===== config.mk =====
export PLATFORM = sky130hd
export DESIGN_NAME = priv_1_11_clint
export DESIGN_NICKNAME = d
export VERILOG_FILES = /design/src/rtl/priv_1_11_clint.sv
export SDC_FILE = /design/constraint.sdc
export NUM_CORES = 1
export LEC_CHECK = 0
export BUFFER_PORTS_ARGS = -buffer_cell sky130_fd_sc_hd__buf_2
export CAP_MARGIN = 20
export CORE_MARGIN = 2
export CORE_UTILIZATION = 30
export CTS_CLUSTER_DIAMETER = 150
export CTS_CLUSTER_SIZE = 30
export DETAILED_ROUTE_END_ITERATION = 16
export HOLD_SLACK_MARGIN = 0.03
export PLACE_DENSITY = 0.48
export SYNTH_ARGS = -nofsm -noshare
export SYNTH_HDL_FRONTEND = slang
export SYNTH_SLANG_ARGS = --single-unit
export TNS_END_PERCENT = 50

===== constraint.sdc =====
create_clock -name CLK -period 6.6 [get_ports CLK]
set_input_delay 0.33 -clock CLK [delete_from_list [all_inputs] [get_ports CLK]]
set_output_delay 0.33 -clock CLK [all_outputs]
set_load 0.01 [all_outputs]

===== src/rtl/priv_1_11_clint.sv =====
// Core-local interruptor: MSIP/MTIME/MTIMECMP registers, level tracking and serialized mip set/clear pulses.
// Defining CLINT_EXT_IRQ_EN adds a synchronized external interrupt source at top priority.

module priv_1_11_clint #(
  parameter int PRESCALE = 1
) (
  input  logic        CLK,
  input  logic        nRST,
  input  logic        ren,
  input  logic        wen,
  input  logic [15:0] addr,
  input  logic [31:0] wdata,
  output logic [31:0] rdata,
  output logic        rvalid,
  output logic        bus_err,
  output logic        soft_int_m,
  output logic        clear_soft_int_m,
  output logic        timer_int_m,
  output logic        clear_timer_int_m,
`ifdef CLINT_EXT_IRQ_EN
  input  logic        ext_irq,
`endif
  output logic        ext_int_m,
  output logic        clear_ext_int_m
);

  localparam logic [15:0] MSIP_ADDR    = 16'h0000;
  localparam logic [15:0] CMP_LO_ADDR  = 16'h4000;
  localparam logic [15:0] CMP_HI_ADDR  = 16'h4004;
  localparam logic [15:0] TIME_LO_ADDR = 16'hBFF8;
  localparam logic [15:0] TIME_HI_ADDR = 16'hBFFC;
  localparam logic [15:0] PRE_MAX      = 16'(PRESCALE - 1);

  // Source index doubles as priority: the highest index wins arbitration.
  localparam int SRC_TM = 0;
  localparam int SRC_SW = 1;
`ifdef CLINT_EXT_IRQ_EN
  localparam int SRC_EXT = 2;
  localparam int NSRC    = 3;
`else
  localparam int NSRC    = 2;
`endif

  logic [15:0]     word_addr;
  logic            unused_addr_bits;
  logic            sel_msip, sel_cmp_lo, sel_cmp_hi, sel_time_lo, sel_time_hi, mapped;
  logic            msip_reg;
  logic [63:0]     mtime_reg;
  logic [63:0]     mtimecmp_reg;
  logic [15:0]     pre_reg;
  logic [31:0]     rd_mux;
  logic [NSRC-1:0] lvl;
  logic [NSRC-1:0] lvl_q_reg;
  logic [NSRC-1:0] set_p_reg;
  logic [NSRC-1:0] clr_p_reg;
  logic [NSRC-1:0] pend_any;
  logic [NSRC-1:0] grant;
  logic [NSRC-1:0] set_pulse_reg;
  logic [NSRC-1:0] clr_pulse_reg;

  assign word_addr        = {addr[15:2], 2'b00};
  assign unused_addr_bits = &addr[1:0];

  assign sel_msip    = (word_addr == MSIP_ADDR);
  assign sel_cmp_lo  = (word_addr == CMP_LO_ADDR);
  assign sel_cmp_hi  = (word_addr == CMP_HI_ADDR);
  assign sel_time_lo = (word_addr == TIME_LO_ADDR);
  assign sel_time_hi = (word_addr == TIME_HI_ADDR);
  assign mapped      = sel_msip | sel_cmp_lo | sel_cmp_hi | sel_time_lo | sel_time_hi;

  always_ff @(posedge CLK) begin
    if (!nRST) begin
      msip_reg     <= 1'b0;
      mtimecmp_reg <= 64'hFFFF_FFFF_FFFF_FFFF;
    end else if (wen) begin
      if (sel_msip)   msip_reg            <= wdata[0];
      if (sel_cmp_lo) mtimecmp_reg[31:0]  <= wdata;
      if (sel_cmp_hi) mtimecmp_reg[63:32] <= wdata;
    end
  end

  // A software load of either MTIME half takes precedence over the tick and restarts the prescaler.
  always_ff @(posedge CLK) begin
    if (!nRST) begin
      mtime_reg <= 64'd0;
      pre_reg   <= 16'd0;
    end else if (wen && (sel_time_lo || sel_time_hi)) begin
      if (sel_time_lo) mtime_reg[31:0]  <= wdata;
      if (sel_time_hi) mtime_reg[63:32] <= wdata;
      pre_reg <= 16'd0;
    end else if (pre_reg == PRE_MAX) begin
      mtime_reg <= mtime_reg + 64'd1;
      pre_reg   <= 16'd0;
    end else begin
      pre_reg <= pre_reg + 16'd1;
    end
  end

  always_comb begin
    rd_mux = 32'd0;
    if (sel_msip)    rd_mux = {31'd0, msip_reg};
    if (sel_cmp_lo)  rd_mux = mtimecmp_reg[31:0];
    if (sel_cmp_hi)  rd_mux = mtimecmp_reg[63:32];
    if (sel_time_lo) rd_mux = mtime_reg[31:0];
    if (sel_time_hi) rd_mux = mtime_reg[63:32];
  end

  always_ff @(posedge CLK) begin
    if (!nRST) begin
      rdata   <= 32'd0;
      rvalid  <= 1'b0;
      bus_err <= 1'b0;
    end else begin
      rdata   <= ren ? rd_mux : 32'd0;
      rvalid  <= ren;
      bus_err <= (ren | wen) & ~mapped;
    end
  end

  assign lvl[SRC_TM] = (mtime_reg >= mtimecmp_reg);
  assign lvl[SRC_SW] = msip_reg;

`ifdef CLINT_EXT_IRQ_EN
  logic [1:0] ext_sync_reg;

  always_ff @(posedge CLK) begin
    if (!nRST) ext_sync_reg <= 2'b00;
    else       ext_sync_reg <= {ext_sync_reg[0], ext_irq};
  end

  assign lvl[SRC_EXT] = ext_sync_reg[1];
`endif

  always_comb begin
    grant = '0;
    for (int i = 0; i < NSRC; i++) begin
      if (pend_any[i]) begin
        grant    = '0;
        grant[i] = 1'b1;
      end
    end
  end

  genvar gi;
  generate
    for (gi = 0; gi < NSRC; gi++) begin : g_src
      assign pend_any[gi] = set_p_reg[gi] | clr_p_reg[gi];

      // A fresh edge overrides both an older pending event and the grant in the same cycle.
      always_ff @(posedge CLK) begin
        if (!nRST) begin
          lvl_q_reg[gi]     <= 1'b0;
          set_p_reg[gi]     <= 1'b0;
          clr_p_reg[gi]     <= 1'b0;
          set_pulse_reg[gi] <= 1'b0;
          clr_pulse_reg[gi] <= 1'b0;
        end else begin
          lvl_q_reg[gi]     <= lvl[gi];
          set_pulse_reg[gi] <= grant[gi] & set_p_reg[gi];
          clr_pulse_reg[gi] <= grant[gi] & clr_p_reg[gi];
          if (lvl[gi] && !lvl_q_reg[gi]) begin
            set_p_reg[gi] <= 1'b1;
            clr_p_reg[gi] <= 1'b0;
          end else if (!lvl[gi] && lvl_q_reg[gi]) begin
            set_p_reg[gi] <= 1'b0;
            clr_p_reg[gi] <= 1'b1;
          end else if (grant[gi]) begin
            set_p_reg[gi] <= 1'b0;
            clr_p_reg[gi] <= 1'b0;
          end
        end
      end
    end
  endgenerate

  assign timer_int_m       = set_pulse_reg[SRC_TM];
  assign clear_timer_int_m = clr_pulse_reg[SRC_TM];
  assign soft_int_m        = set_pulse_reg[SRC_SW];
  assign clear_soft_int_m  = clr_pulse_reg[SRC_SW];
`ifdef CLINT_EXT_IRQ_EN
  assign ext_int_m         = set_pulse_reg[SRC_EXT];
  assign clear_ext_int_m   = clr_pulse_reg[SRC_EXT];
`else
  assign ext_int_m         = 1'b0;
  assign clear_ext_int_m   = 1'b0;
`endif

endmodule


== Yosys cells after proc, flatten, opt, wreduce, memory -nomap -nowiden ==
Index checks and enable logic that the tools add are counted.
Cells by class
  multiplexer cells: 19
  bitwise operators: 14
  magnitude comparators: 1
  equality and inequality tests: 6
  add/sub/neg operators: 2
  reductions and logical operators: 26
Operators with widths (count)
  $mux 32: 6
  $mux 64: 2
  $add 64x1->64 const B: 1
  $ge 64x64->1: 1
  $logic_not 16->1: 2
  $eq 14x13->1 const B: 2
  $eq 14x14->1 const B: 2
  $add 16x1->16 const B: 1
  $reduce_and 2->1: 6
  $mux 1: 10
  $or 1x1->1: 7
  $reduce_bool 2->1: 3
  $reduce_bool 3->1: 2
  $and 1x1->1: 5
  $logic_and 1x1->1: 5
  $logic_not 1->1: 4
  $ne 2x2->1 const B: 2
  $reduce_or 2->1: 2
  $reduce_or 3->1: 1
  $mux 2: 1
  $not 1->1: 2
  $logic_or 1x1->1: 1
Word-level totals
  bits in registers: 189
  input port bits: 52
  word-level logic and storage cells: 87
  output and inout port bits: 40

== Depth between registers and ports, before layout ==
  depth in word-level cells: 7
  gate-level depth with buffers: 10

== Least setup slack after synthesis ==
Ideal clock, no wire load.
  path type: reg2reg
  start: reg mtime_reg[1]
  end: reg mtime_reg[52]
  data required time: 6.481 ns
  arrival: 2.137 ns
  clock period less this slack: 2.256 ns
  cell stages (with the launch flop): 9
  path slack: 4.344 ns
  path buffers: 0
  cell sequence: dfxtp_1 > ha_1 > nand3_1 > nor2_1 > nand3_4 > nor4b_4 > and3_1 > a31oi_1 > o221a_2
Between the ends
  cells in the longest elaborated chain, start to end: 3
Ends and longest elaborated chain
  start, declared: RTL line 48  | logic [63:0] mtime_reg;
  start signal, assigned: RTL line 88  | if (sel_time_lo) mtime_reg[31:0] <= wdata;
  start signal, assigned: RTL line 92  | mtime_reg <= mtime_reg + 64'd1;
  $add 64x1->64: RTL line 92
  $mux 64: RTL line 91  | end else if (pre_reg == PRE_MAX) begin
  $mux 64: RTL line 87  | end else if (wen && (sel_time_lo || sel_time_hi)) begin
Every way passes these cells. The select of a mux whose other input is x is not followed.
A chain may end at the register's enable or synchronous reset.

== Worst setup path after layout ==
Same ends and word-level chain as after synthesis.

==> implementation parameters <==
Parameter                              Value

Placed design
  HPWL after DPL ... 25,400 µm
  Post-Place Setup Slack ... roughly 3.1 ns
  Total placed instance area ... around 0.012 mm²
  Placer's final routability congestion estimate ... roughly 0.80
  Cell Count Post-Placement ... 1,830
  Number of input and output port buffers inserted ... 87

Worst setup path
  CP Cell Sequence ... ha_1 -> nand3_1 -> nor2_1 -> nand3_4 -> nor4b_4 -> and3_1 -> a31oi_1 -> o221a_2
  Class of the most critical setup path ... reg2reg
  Worst setup EP type ... flip-flop
  CP max FO ... 9
  Worst Path Buf+Inv ... 0
  Launch instance of the worst register-to-register path ... mtime_reg[1]
  Register-to-Register Setup Slack ... about 3.5 ns
  Arrival time reported for the critical path endpoint ... roughly 3.5 ns
  Max stage delay on crit path ... 0.62 ns
  CP Launch Type ... flip-flop
  Worst path top cell family by delay ... simple AND/OR/NAND/NOR gates
  Data required time at the worst endpoint ... 6.96 ns
  Critical path origin ... mtime_reg[1]
  Master of the slowest instance on the critical path ... sky130_fd_sc_hd__nor4b_4

STA
  Relative slew slack ... 0.346
  Setup violation total in the final timing report ... 0
  Setup Total Neg Slack ... 0 ns
  Worst Clk Skew ... 0.0228 ns
  Setup slack after layout ... 3.46 ns
  Unrepaired setup endpoints after global routing ... false
  Fin. Hold Viols ... 0
  Achievable frequency ... 0.318 GHz
  Fin crit share ... 0.476
  Actual transition at the worst max-transition pin ... approximately 0.97 ns
  Crit path time final ... between 3 and 4 ns
  Post-Route Hold Slack ... around 0.14 ns
  Number of slew-limit violations in the final report ... 0

Clocking
  TritonCTS clock tree ... built
  Clock transition at the register clock pins on the worst setup and hold paths after CTS ... approximately 0.09 ns
  Post-cts repair resize count ... 0
  Clock latency reported for the late side of the worst-skew pair ... between 0.4 and 0.5 ns
  Largest buffer count on any clock path ... 2
  H-Tree Level Count ... 4
  Post-CTS Hold Buffers ... 0
  Number of clock sinks seen by CTS ... between 150 and 200
  Root buffer cell ... sky130_fd_sc_hd__clkbuf_16
  Post-CTS Setup Repair Bufs ... 0
  Clock buffer count from CTS ... 17

Outcome
  Result of the run ... completed

Yosys
  EDFF count, synth ... 0
  Seq/Total Area, Yosys ... 0.346
  Unique cell type count in the Yosys netlist ... 70
  Flip-flop and latch count after synthesis ... 189
  Share of synthesized flip-flops with an asynchronous set or reset ... 0
  Most area-hungry cell type in the Yosys netlist ... sky130_fd_sc_hd__dfxtp_1
  Cells after Synth ... 1,351
  Count of synthesis-stage warnings from yosys ... 0
  Post-synth design cell area ... about 0.011 mm²
  Average instance area after synthesis ... approximately 8 µm²
  Synth top area cells ... sky130_fd_sc_hd__dfxtp_1, sky130_fd_sc_hd__ha_1, sky130_fd_sc_hd__mux2i_1
  Prevailing post-synth register cell ... sky130_fd_sc_hd__dfxtp_1
  Area fraction of the dominant cell type after synthesis ... 0.346

Finish
  Final cell count without fillers ... between 1,500 and 2,000
  # diodes ... 0
  Relative area change from synthesis to final layout ... 13.2%
  Share of post-route cells with drive strength above 1 ... 0.121
  Number of nets in the finished design ... 1,508
  Final-layout fill cell count ... about 3,800
  Most common cell after layout, fill and taps aside ... sky130_fd_sc_hd__dfxtp_1
  Final core utilization ... 0.346
  Final cell area excluding filler cells ... approximately 0.012 mm²
  Highest-count cells in the layout ignoring fill and taps ... sky130_fd_sc_hd__dfxtp_1, sky130_fd_sc_hd__nand2_1, sky130_fd_sc_hd__buf_2, sky130_fd_sc_hd__nor2_1, sky130_fd_sc_hd__a21oi_1

Global route
  Overall overflow remaining after global route ... 0
  Maximum number of pins on one net before global-route repair ... between 60 and 70
  Vias in the first global route ... about 10,000
  Wire length of the first global-routing pass ... approximately 57,000 µm
  Antenna violations before repair ... 0
  GRT Overall Usage ... 0.192

Route
  Via count ... 10,000
  Drt first-iter violations ... around 710
  Residual antenna-violating net count after detailed routing ... 0
  Number of design rule violations left after detail routing ... 0
  Avg Vias per Cell ... around 5.4
  Average wire length per cell after detail routing ... 19.5 µm
  Total iterations of the first detailed-routing run ... 7
  Sum of routed wire length over all layers ... around 36,000 µm

Floorplan
  Initial cell density of the core ... 0.306
  Core box area ... 0.0357 mm²
  Area of the die ... ~0.038 mm²
  Height of the die ... slightly below 200 µm
  Cell Rows ... a little under 70
  Horizontal die dimension ... a little under 200 µm
  Top-level port count ... between 90 and 100

Power
  Total power consumption of the routed design ... 2.34 mW
  Peak supply drop ... between 0.00015 and 0.0002 V
  Power Dens Cells ... 189 mW/mm²
  P_leak ... between 5 and 6 nW

Min path
  Class of the most critical hold timing path ... in2reg
  Start point of the worst hold path ... wdata[7]

Job
  Number of maximum-capacitance constraint violations ... 0
==> synth_stat cells (48+ instances only) <==
| cell type | count |
|---|---|
| sky130_fd_sc_hd__dfxtp_1 | 189 |
| sky130_fd_sc_hd__nand2_1 | 172 |
| sky130_fd_sc_hd__a21oi_1 | 82 |
| sky130_fd_sc_hd__nor2_1 | 82 |
| sky130_fd_sc_hd__inv_1 | 76 |
| sky130_fd_sc_hd__o211ai_1 | 72 |
| sky130_fd_sc_hd__clkbuf_1 | 67 |
| sky130_fd_sc_hd__ha_1 | 67 |
| sky130_fd_sc_hd__mux2i_1 | 65 |
| sky130_fd_sc_hd__o21ai_0 | 53 |
| sky130_fd_sc_hd__and2_1 | 48 |
| sky130_fd_sc_hd__nand3_1 | 48 |
==> final timing paths <==
kind,end,depth (start not counted)
setup / recovery,mtime_reg[52],8
hold / removal,mtimecmp_reg[7],3
setup reg to reg,mtime_reg[52],8
hold reg to reg,set_p_reg[1],1
==> cells by family (layout without fill, tap and decap cells) <==
family | Yosys count | in the layout | share of synthesized area
muxes | 66 | 66 | 0.0606
xor gates and xnor gates | 14 | 14 | 0.0112
adders and majority gates | 67 | 67 | 0.0767
buffers and inverters | 161 | 211 | 0.0571
other | 1 | 2 | 0.000343
DFF | 189 | 189 | 0.346
AOI/OAI and AO/OA | 353 | 353 | 0.213
and+or+nand+nor | 500 | 500 | 0.235
==> final cells by class <==
| class | instances | area [µm²] | area share |
|---|---|---|---|
| well taps | 461 | 577 | 0.0466 |
| inverters | 77 | 289 | 0.0234 |
| flip-flops and latches | 189 | 3780 | 0.306 |
| multi-input cells | 1002 | 6540 | 0.529 |
| clock buffers | 17 | 425 | 0.0344 |
| clock inverters | 15 | 180 | 0.0146 |
| repair buffers | 102 | 573 | 0.0463 |
==> routing by layer <==
layer / vias up / wire length, µm / track usage
met5: - / 0 / 0
met4: 0 / 660 / 0.0591
met3: 39 / 1660 / 0.0352
met2: 221 / 16700 / 0.315
met1: 4810 / 17300 / 0.255
li1: 4979 / - / -
==> tightest hold or removal path, stage by stage <==
cell	delay [ns]
sky130_fd_sc_hd__buf_2	0.12
sky130_fd_sc_hd__nand2_1	0.05
sky130_fd_sc_hd__o211ai_1	0.08
==> power by group <==
group,total (mW),internal [mW],switching (mW)
registers,1.14,1.14,0.00289
clock network,1.11,0.573,0.532
logic,0.0928,0.0306,0.0622
total,2.34,1.74,0.597
Power figures use the tool's default switching activity.
